$ cat config.mk
export PLATFORM = sky130hd
export DESIGN_NAME = tt_um_array_divider_hhrb98
export DESIGN_NICKNAME = d
export VERILOG_FILES = /design/src/rtl/array_arith_pkg.sv /design/src/rtl/div_step.sv /design/src/rtl/tt_um_array_divider_hhrb98.sv
export SDC_FILE = /design/constraint.sdc
export NUM_CORES = 1
export LEC_CHECK = 0
export ABC_AREA = 1
export BUFFER_PORTS_ARGS = -buffer_cell sky130_fd_sc_hd__buf_4
export CAP_MARGIN = 5
export CORE_MARGIN = 2
export CORE_UTILIZATION = 56
export CTS_CLUSTER_SIZE = 24
export DETAILED_ROUTE_END_ITERATION = 7
export PLACE_DENSITY = 0.8
export SYNTH_ARGS = -nofsm -noshare
export SYNTH_HDL_FRONTEND = slang
export SYNTH_HIERARCHICAL = 1
export SYNTH_SLANG_ARGS = --single-unit
$ cat constraint.sdc
create_clock -name clk -period 2.49 [get_ports clk]
set_clock_uncertainty 0.1 [all_clocks]
set_input_delay 0.498 -clock clk [delete_from_list [all_inputs] [get_ports clk]]
set_output_delay 0.498 -clock clk [all_outputs]
set_load 0.05 [all_outputs]
$ cat src/rtl/array_arith_pkg.sv
// Shared definitions for the array arithmetic blocks: operand widths, FSM
// encoding, the error code and the bidirectional-pin direction mask.
package array_arith_pkg;

    localparam int unsigned DIVIDEND_W = 8;
    localparam int unsigned DIVISOR_W  = 4;
    localparam int unsigned REM_W      = DIVISOR_W + 1;
    localparam int unsigned N_STEPS    = DIVIDEND_W;
    localparam int unsigned CNT_W      = $clog2(N_STEPS);

    localparam logic [7:0] ERR_CODE    = 8'hFF;
    localparam logic [7:0] UIO_OE_MASK = 8'b1110_0000;

    typedef enum logic [1:0] {
        IDLE = 2'd0,
        RUN  = 2'd1,
        DONE = 2'd2
    } state_t;

    // Result byte as presented on uo_out
    typedef struct packed {
        logic [DIVISOR_W-1:0] rem;
        logic [DIVISOR_W-1:0] quot;
    } result_t;

endpackage

$ cat src/rtl/div_step.sv
// One combinational restoring-division step.
//   rem_in  : partial remainder (always < divisor)
//   bit_in  : next dividend bit shifted in at the LSB
//   divisor : 4-bit divisor
//   rem_out : partial remainder after the trial subtraction / restore
//   q_bit   : quotient bit produced by this step
module div_step
    import array_arith_pkg::*;
(
    input  logic [REM_W-1:0]     rem_in,
    input  logic                 bit_in,
    input  logic [DIVISOR_W-1:0] divisor,
    output logic [REM_W-1:0]     rem_out,
    output logic                 q_bit
);

    localparam int unsigned SH_W = REM_W + 1;

    logic [SH_W-1:0]  shifted;
    logic [REM_W-1:0] diff;

    // Shift, trial-subtract, keep the difference only when it is non-negative
    always_comb begin
        shifted = {rem_in, bit_in};
        q_bit   = (shifted >= SH_W'(divisor));
        diff    = REM_W'(shifted - SH_W'(divisor));
        rem_out = q_bit ? diff : REM_W'(shifted);
    end

endmodule

$ cat src/rtl/tt_um_array_divider_hhrb98.sv
// TinyTapeout user top: sequential restoring divider, 8-bit / 4-bit.
//   ui_in        : dividend, captured at load
//   uio_in[3:0]  : divisor, captured at load; uio_in[4] start request
//   uo_out       : {remainder, quotient}, or 8'hFF on error
//   uio_out      : [5] busy, [6] done, [7] err, others 0
//   uio_oe       : constant 8'hE0
//   ena          : when low, every register holds
module tt_um_array_divider_hhrb98
    import array_arith_pkg::*;
#(
    parameter int unsigned SYNC_STAGES = 2
) (
    input  logic       clk,
    input  logic       rst_n,
    input  logic       ena,
    input  logic [7:0] ui_in,
    input  logic [7:0] uio_in,
    output logic [7:0] uio_out,
    output logic [7:0] uio_oe,
    output logic [7:0] uo_out
);

    state_t                  state;
    logic [SYNC_STAGES-1:0]  sync;
    logic                    delayed;
    logic                    start_pulse;
    logic [DIVIDEND_W-1:0]   dvd;
    logic [DIVISOR_W-1:0]    dvs;
    logic [REM_W-1:0]        rem;
    logic [DIVIDEND_W-1:0]   quot;
    logic [CNT_W-1:0]        cnt;
    logic                    busy;
    logic                    done;
    logic                    err;

    logic [REM_W-1:0]        rem_nxt;
    logic                    q_bit;
    logic [DIVIDEND_W-1:0]   quot_nxt;
    result_t                 result;

    // Only the start bit and divisor nibble of uio_in are inputs
    logic unused_bits;
    assign unused_bits = &{1'b0, uio_in[7:5]};

    assign start_pulse = sync[SYNC_STAGES-1] & ~delayed;
    assign uio_out     = {err, done, busy, 5'b0_0000};
    assign uio_oe      = UIO_OE_MASK;

    // Single datapath step, reused once per RUN cycle; dividend MSB feeds it
    div_step u_step (
        .rem_in  (rem),
        .bit_in  (dvd[DIVIDEND_W-1]),
        .divisor (dvs),
        .rem_out (rem_nxt),
        .q_bit   (q_bit)
    );

    assign quot_nxt    = {quot[DIVIDEND_W-2:0], q_bit};
    assign result.rem  = rem_nxt[DIVISOR_W-1:0];
    assign result.quot = quot_nxt[DIVISOR_W-1:0];

    // Start synchroniser, control FSM and working registers
    always_ff @(posedge clk or negedge rst_n) begin
        if (!rst_n) begin
            state   <= IDLE;
            sync    <= '0;
            delayed <= 1'b0;
            dvd     <= '0;
            dvs     <= '0;
            rem     <= '0;
            quot    <= '0;
            cnt     <= '0;
            busy    <= 1'b0;
            done    <= 1'b0;
            err     <= 1'b0;
            uo_out  <= '0;
        end else if (ena) begin
            sync    <= {sync[SYNC_STAGES-2:0], uio_in[4]};
            delayed <= sync[SYNC_STAGES-1];

            case (state)
                IDLE, DONE: begin
                    if (start_pulse) begin
                        if (uio_in[DIVISOR_W-1:0] == '0) begin
                            // Divide by zero: report straight away, no RUN cycles
                            state  <= DONE;
                            busy   <= 1'b0;
                            done   <= 1'b1;
                            err    <= 1'b1;
                            uo_out <= ERR_CODE;
                        end else begin
                            state  <= RUN;
                            dvd    <= ui_in;
                            dvs    <= uio_in[DIVISOR_W-1:0];
                            rem    <= '0;
                            quot   <= '0;
                            cnt    <= '0;
                            busy   <= 1'b1;
                            done   <= 1'b0;
                            err    <= 1'b0;
                            uo_out <= '0;
                        end
                    end
                end

                RUN: begin
                    dvd  <= {dvd[DIVIDEND_W-2:0], 1'b0};
                    rem  <= rem_nxt;
                    quot <= quot_nxt;
                    cnt  <= cnt + CNT_W'(1);
                    if (cnt == CNT_W'(N_STEPS - 1)) begin
                        // Final step: publish result, quotient must fit 4 bits
                        state <= DONE;
                        busy  <= 1'b0;
                        done  <= 1'b1;
                        if (quot_nxt[DIVIDEND_W-1:DIVISOR_W] != '0) begin
                            err    <= 1'b1;
                            uo_out <= ERR_CODE;
                        end else begin
                            err    <= 1'b0;
                            uo_out <= result;
                        end
                    end
                end

                default: state <= IDLE;
            endcase
        end
    end

endmodule

; Yosys cells after proc, flatten, opt, wreduce, memory -nomap -nowiden
; Index checks and enable logic that the tools add are counted.
; W data, S select, Z words.
[word_totals]
register_bits = 43
inputBits = 19
output_inout_bits = 24
word_cells = 66
[classes]
addsub = 2
n_lt_le_gt_ge = 1
eq_ne = 6
n_mux = 33
bitwise = 3
n_reduce_logical = 9
[ops]
columns = cell, count
row1 = $mux W8, 6
row2 = $pmux W8 S2, 2
row3 = $mux W5, 3
row4 = $mux W7, 2
row5 = $pmux W7 S2, 1
row6 = $reduce_and A4 Y1, 3
row7 = $pmux W5 S2, 1
row8 = $mux W1, 8
row9 = $ge A6 B4 Y1, 1
row10 = $mux W2, 3
row11 = $mux W3, 2
row12 = $ne A2 B2 Y1 const B, 3
row13 = $pmux W1 S2, 3
row14 = $pmux W3 S2, 1
row15 = $sub A5 B4 Y5, 1
row16 = $logic_not A4 Y1, 1
row17 = $pmux W2 S2, 1
row18 = $reduce_bool A4 Y1, 1
row19 = $add A3 B1 Y3 const B, 1
row20 = $eq A3 B3 Y1 const B, 1
row21 = $reduce_and A3 Y1, 1
row22 = $eq A2 B1 Y1 const B, 1
row23 = $eq A2 B2 Y1 const B, 1
row24 = $logic_not A2 Y1, 1
row25 = 4 further kinds, 5

; Logic depth before layout (Yosys ltp)
[depth]
depth_word = 5
depth_mapped = 14
mapped_depth_nobuf = 14

; Cells and area by module
; The synthesis kept the hierarchy.
[modules_own_cells]
columns = module, n_inst, cells_each, area_per_inst_um2, seq_area_each_um2
row1 = tt_um_array_divider_hhrb98, 1, 266, 2168.3, 1076.0
row2 = div_step, 1, 45, 285.3, 0.0

; Least setup slack after synthesis
; OpenSTA, ideal clock, no wires.
[synth_path]
path_type = flip-flop to flip-flop
from = register dvd[7]
to = register uo_out[7]
setup_ps = 118
arrival_ps = 1669
required_time_ps = 2272
path_slack_ps = 604
path_stages_with_launch = 15
path_buffers = 0
period_less_slack_ps = 1886
cell_sequence = dfrtp_1 -> inv_1 -> ha_1 -> inv_1 -> fa_1 -> nand2_1 -> nand2_2 -> nand2_4 -> nand3_4 -> nand2_2 -> nand2_2 -> nand2_1 -> nand3_1 -> nand2_1 -> nand2_1
[synth_via]
elab_chain_cells = 5
word_cells_on_any_way = 6
classes_between = 1 x add/sub / 1 x order compare / 4 x mux
[synth_lines]
columns = element, line
row1 = start: declaration, tt_um_array_divider_hhrb98.sv:27  ; logic [DIVIDEND_W-1:0] dvd;
row2 = start signal: assignment, tt_um_array_divider_hhrb98.sv:93  ; dvd <= ui_in;
row3 = start signal: assignment, tt_um_array_divider_hhrb98.sv:107  ; dvd <= {dvd[DIVIDEND_W-2:0], 1'b0};
row4 = $ge A6 B4 Y1, div_step.sv:25  ; q_bit = (shifted >= SH_W'(divisor));
row5 = net q_bit, tt_um_array_divider_hhrb98.sv:37  ; logic q_bit;
row6 = $mux W5, div_step.sv:27  ; rem_out = q_bit ? diff : REM_W'(shifted);
row7 = net rem_nxt[3], tt_um_array_divider_hhrb98.sv:36  ; logic [REM_W-1:0] rem_nxt;
row8 = $mux W8, tt_um_array_divider_hhrb98.sv:116  ; if (quot_nxt[DIVIDEND_W-1:DIVISOR_W] != '0) begin
row9 = $mux W8, tt_um_array_divider_hhrb98.sv:111  ; if (cnt == CNT_W'(N_STEPS - 1)) begin
row10 = $pmux W8 S2, tt_um_array_divider_hhrb98.sv:81  ; case (state)
row11 = end signal: assignment, tt_um_array_divider_hhrb98.sv:121  ; uo_out <= result;
row12 = end: declaration, tt_um_array_divider_hhrb98.sv:20  ; output logic [7:0] uo_out
; The timed path passes the listed nets, and every way through them passes these cells. The select of a mux whose other input is x is not followed.
; A chain may end at the register's enable or synchronous reset.

; Final worst setup path
[layout_path]
from = register dvd[7]
to = register uo_out[6]
; Same word-level chain as after synthesis.

==> impl_metrics.py <==
metrics = {
    "clock_network": {
        "htreeDepth": 2,
        "root_buffer": "clkbuf_8",
        "clkTransAtPathRegs_ns": 0.10,
        "cts_tree": "yes",
        "cts_hold_buf": 0,
        "cts_setup_buffers": 0,
        "cts_made_buffers": 5,
        "clockBufferDepth": 2,
        "cts.sinks": 43,
        "postCtsResizedCells": 0,
        "insertion_delay_ns": 0.31,
    },
    "pwr": {
        "leakage_nw": 1.53,
        "total_power_mw": 3.08,
        "ir_drop_v": 0.000529,
        "power.density_nw_per_um2": 1170,
    },
    "die": {
        "rows": 24,
        "start_util_pct": 57.1,
        "core_sq_um": 4290,
        "die_y_microns": 70.2,
        "die_area_sq_um": 4930,
        "pin_count": 43,
        "die_w_microns": 70.2,
    },
    "grt": {
        "grt_pass1_vias": 1843,
        "grt_first_pass_wirelength_microns": 8130,
        "overflow": 0,
        "grt_util_all_layers_pct": 20.7,
        "grt_util_met2_pct": 33.7,
        "met3_usage_pct": 4.47,
        "grt_start_max_net_pins": 44,
        "antenna_found_initial": 0,
        "use_met1_pct": 27.2,
        "grt.busiest_layer": "met2",
    },
    "logic_synthesis": {
        "postSynth.asyncResetShare_pct": 100,
        "avgSynthCellArea_sq_um": 7.89,
        "netlist-cell-type-count": 25,
        "synth_edf_count": 0,
        "synth-main-ff-cell": "dfrtp_1",
        "syn_area_sq_um": 2450,
        "synthCells": 311,
        "ys_seq_area_share_pct": 43.9,
        "synth_warnings": 6,
        "synth_seq_cells": 43,
    },
    "critical_path": {
        "startpoint": "dvd[7]",
        "slowest_stage": "dfrtp_1",
        "critPathLaunchType": "register",
        "crit_path_frequent_cell": "nand2_1",
        "path_delay_family": "simple AND/OR/NAND/NOR gates",
        "r2r-start": "dvd[7]",
        "cp_cell_sequence": "inv_1, ha_1, inv_1, fa_1, nand2_1, nand2_2, nand2_4, nand3_4, nand2_1, nand2_1, nand2_1, nand3_1, nand2_1, nand2_1",
        "r2r_setup_slack_ns": 0.37,
        "path_max_fanout": 6,
        "reg2reg_depth": 14,
        "r2r-end": "uo_out[6]",
        "critPathCaptureType": "register",
        "critPathKind": "reg -> reg",
        "required_ns": 2.59,
        "crit_path_end": "uo_out[6]",
        "critPathBufInv": 2,
        "cp.arrival_ns": 2.21,
        "cpPeakStageDelay_ns": 0.41,
        "cp.depth": 14,
    },
    "timing": {
        "rsz0062_at_grt": "no",
        "setup_viol": 0,
        "relSlewSlack_pct": 63.4,
        "tightest_slew_ns": 0.549,
        "fin_crit_sh_pct": 85.1,
        "period_minus_slack_ns": 2.12,
        "hold_viol_final": 0,
        "slew_viol_final": 0,
        "setup_tns_ns": 0,
        "max_clock_freq_ghz": 0.472,
    },
    "layout": {
        "n_fill_cell": 405,
        "num_antenna_cells": 0,
        "final_cell_mix": "nand2_1 (142), dfrtp_1 (43), buf_4 (26)",
        "final_nets": 355,
        "layout.cells.non_filler": 382,
        "final_common_cell": "nand2_1",
        "drive_above_1_share_pct": 16.7,
        "areaGrowthSynthToFinish_pct": 7.65,
    },
    "route": {
        "vias": 1962,
        "wl_per_cell_microns": 12.2,
        "wirelength_microns": 4660,
        "avgViaCountPerCell": 5.14,
        "drtIter0Drc": 125,
        "dr.pass1.iters": 4,
        "drc": 0,
        "ant_nets": 0,
    },
    "placement": {
        "hpwl_microns": 3180,
        "portBuffers": 26,
        "place_inst": 374,
        "gp_congestion": 0.874,
    },
    "status": {
        "outcome": "finished clean",
    },
    "hold_path": {
        "min_path_type": "in -> async",
    },
    "flow_run": {
        "max_cap_viol_count": 0,
    },
}
## cell usage after synthesis, types with 2 or more instances
cell type,n,share of area (%)
nand2_1,142,22
dfrtp_1,43,44
buf_4,21,6.4
inv_1,18,2.8
nand3_1,18,3.7
nand4_1,16,4.1
o21ai_0,7,1.4
ha_1,6,3.1
nor2_1,6,0.92
buf_6,4,1.8
inv_2,3,0.46
nand2_2,3,0.76
nand2_4,3,1.4
nand3_2,3,1.2
nand3_4,3,2.1
nor2_2,3,0.76
a21oi_1,2,0.41
conb_1,2,0.31
o21ai_1,2,0.41
## worst reg2reg max path, cell delays in order, from the launching register on
cell and delay, ns:
dfrtp_1 0.41, inv_1 0.07, ha_1 0.13, inv_1 0.06, fa_1 0.41, nand2_1 0.10, nand2_2 0.08, nand2_4 0.10
nand3_4 0.12, nand2_1 0.08, nand2_1 0.08, nand2_1 0.07, nand3_1 0.07, nand2_1 0.08, nand2_1 0.05
## final cells by class
class / instances / area [sq um] / area share, %
tap: 52 / 65.1 / 2.46
sequential: 43 / 1080 / 40.7
clock inverter: 3 / 25.0 / 0.947
inverter: 22 / 83.8 / 3.17
multi-input combinational: 231 / 1130 / 42.7
clock buffer: 5 / 68.8 / 2.61
timing repair buffer: 26 / 195 / 7.39
## sequential cells by signal, summed over array words and instances (netlist names)
| signal | count |
|---|---|
| busy | 1 |
| cnt | 3 |
| delayed | 1 |
| done | 1 |
| dvd | 8 |
| dvs | 4 |
| err | 1 |
| quot | 7 |
| rem | 5 |
| state | 2 |
| sync | 2 |
| uo_out | 8 |
## stage by stage
step / utilization, % / cell area, sq um / setup slack [ns] / hold WS, ns
after floorplan: - / 2490 / 0.604 / 0.102
after global placement: 59.3 / 2550 / 0.425 / 0.357
after detailed placement: 59.3 / 2550 / 0.375 / 0.360
after CTS: 61.5 / 2640 / 0.369 / 0.0875
after global routing: 61.5 / 2640 / 0.198 / 0.111
final: 61.5 / 2640 / 0.372 / 0.0694
## cell families after synthesis
family	share of synthesized area, %
compound gates	2.24
other cells	0.306
fa+ha+maj	3.88
flops	43.9
xor+xnor	0.357
buf+inv	11.9
simple gates	37.5
## how the worst min path moves through the flow
stage	start	end	slack, ns	cells after the start
after floorplan	rst_n	busy	0.10	0
after global placement	cnt[1]	cnt[1]	0.36	2
after detailed placement	busy	busy	0.36	2
after CTS	rst_n	busy	0.09	1
after global routing	rst_n	busy	0.11	1
final	rst_n	busy	0.07	1
## power breakdown
| group | internal [mW] | total [mW] | switching, mW |
|---|---|---|---|
| Sequential | 0.901 | 1.05 | 0.152 |
| Combinational | 0.497 | 1.56 | 1.06 |
| Clock | 0.201 | 0.466 | 0.265 |
| Total | 1.60 | 3.08 | 1.48 |
## layer usage
layer / routed length, microns / up-vias
met1: 2080 / 927
li1: - / 986
met5: 0 / -
met3: 161 / 7
met2: 2340 / 42
met4: 75 / 0
Note: power is estimated with default switching activity, not from simulation.
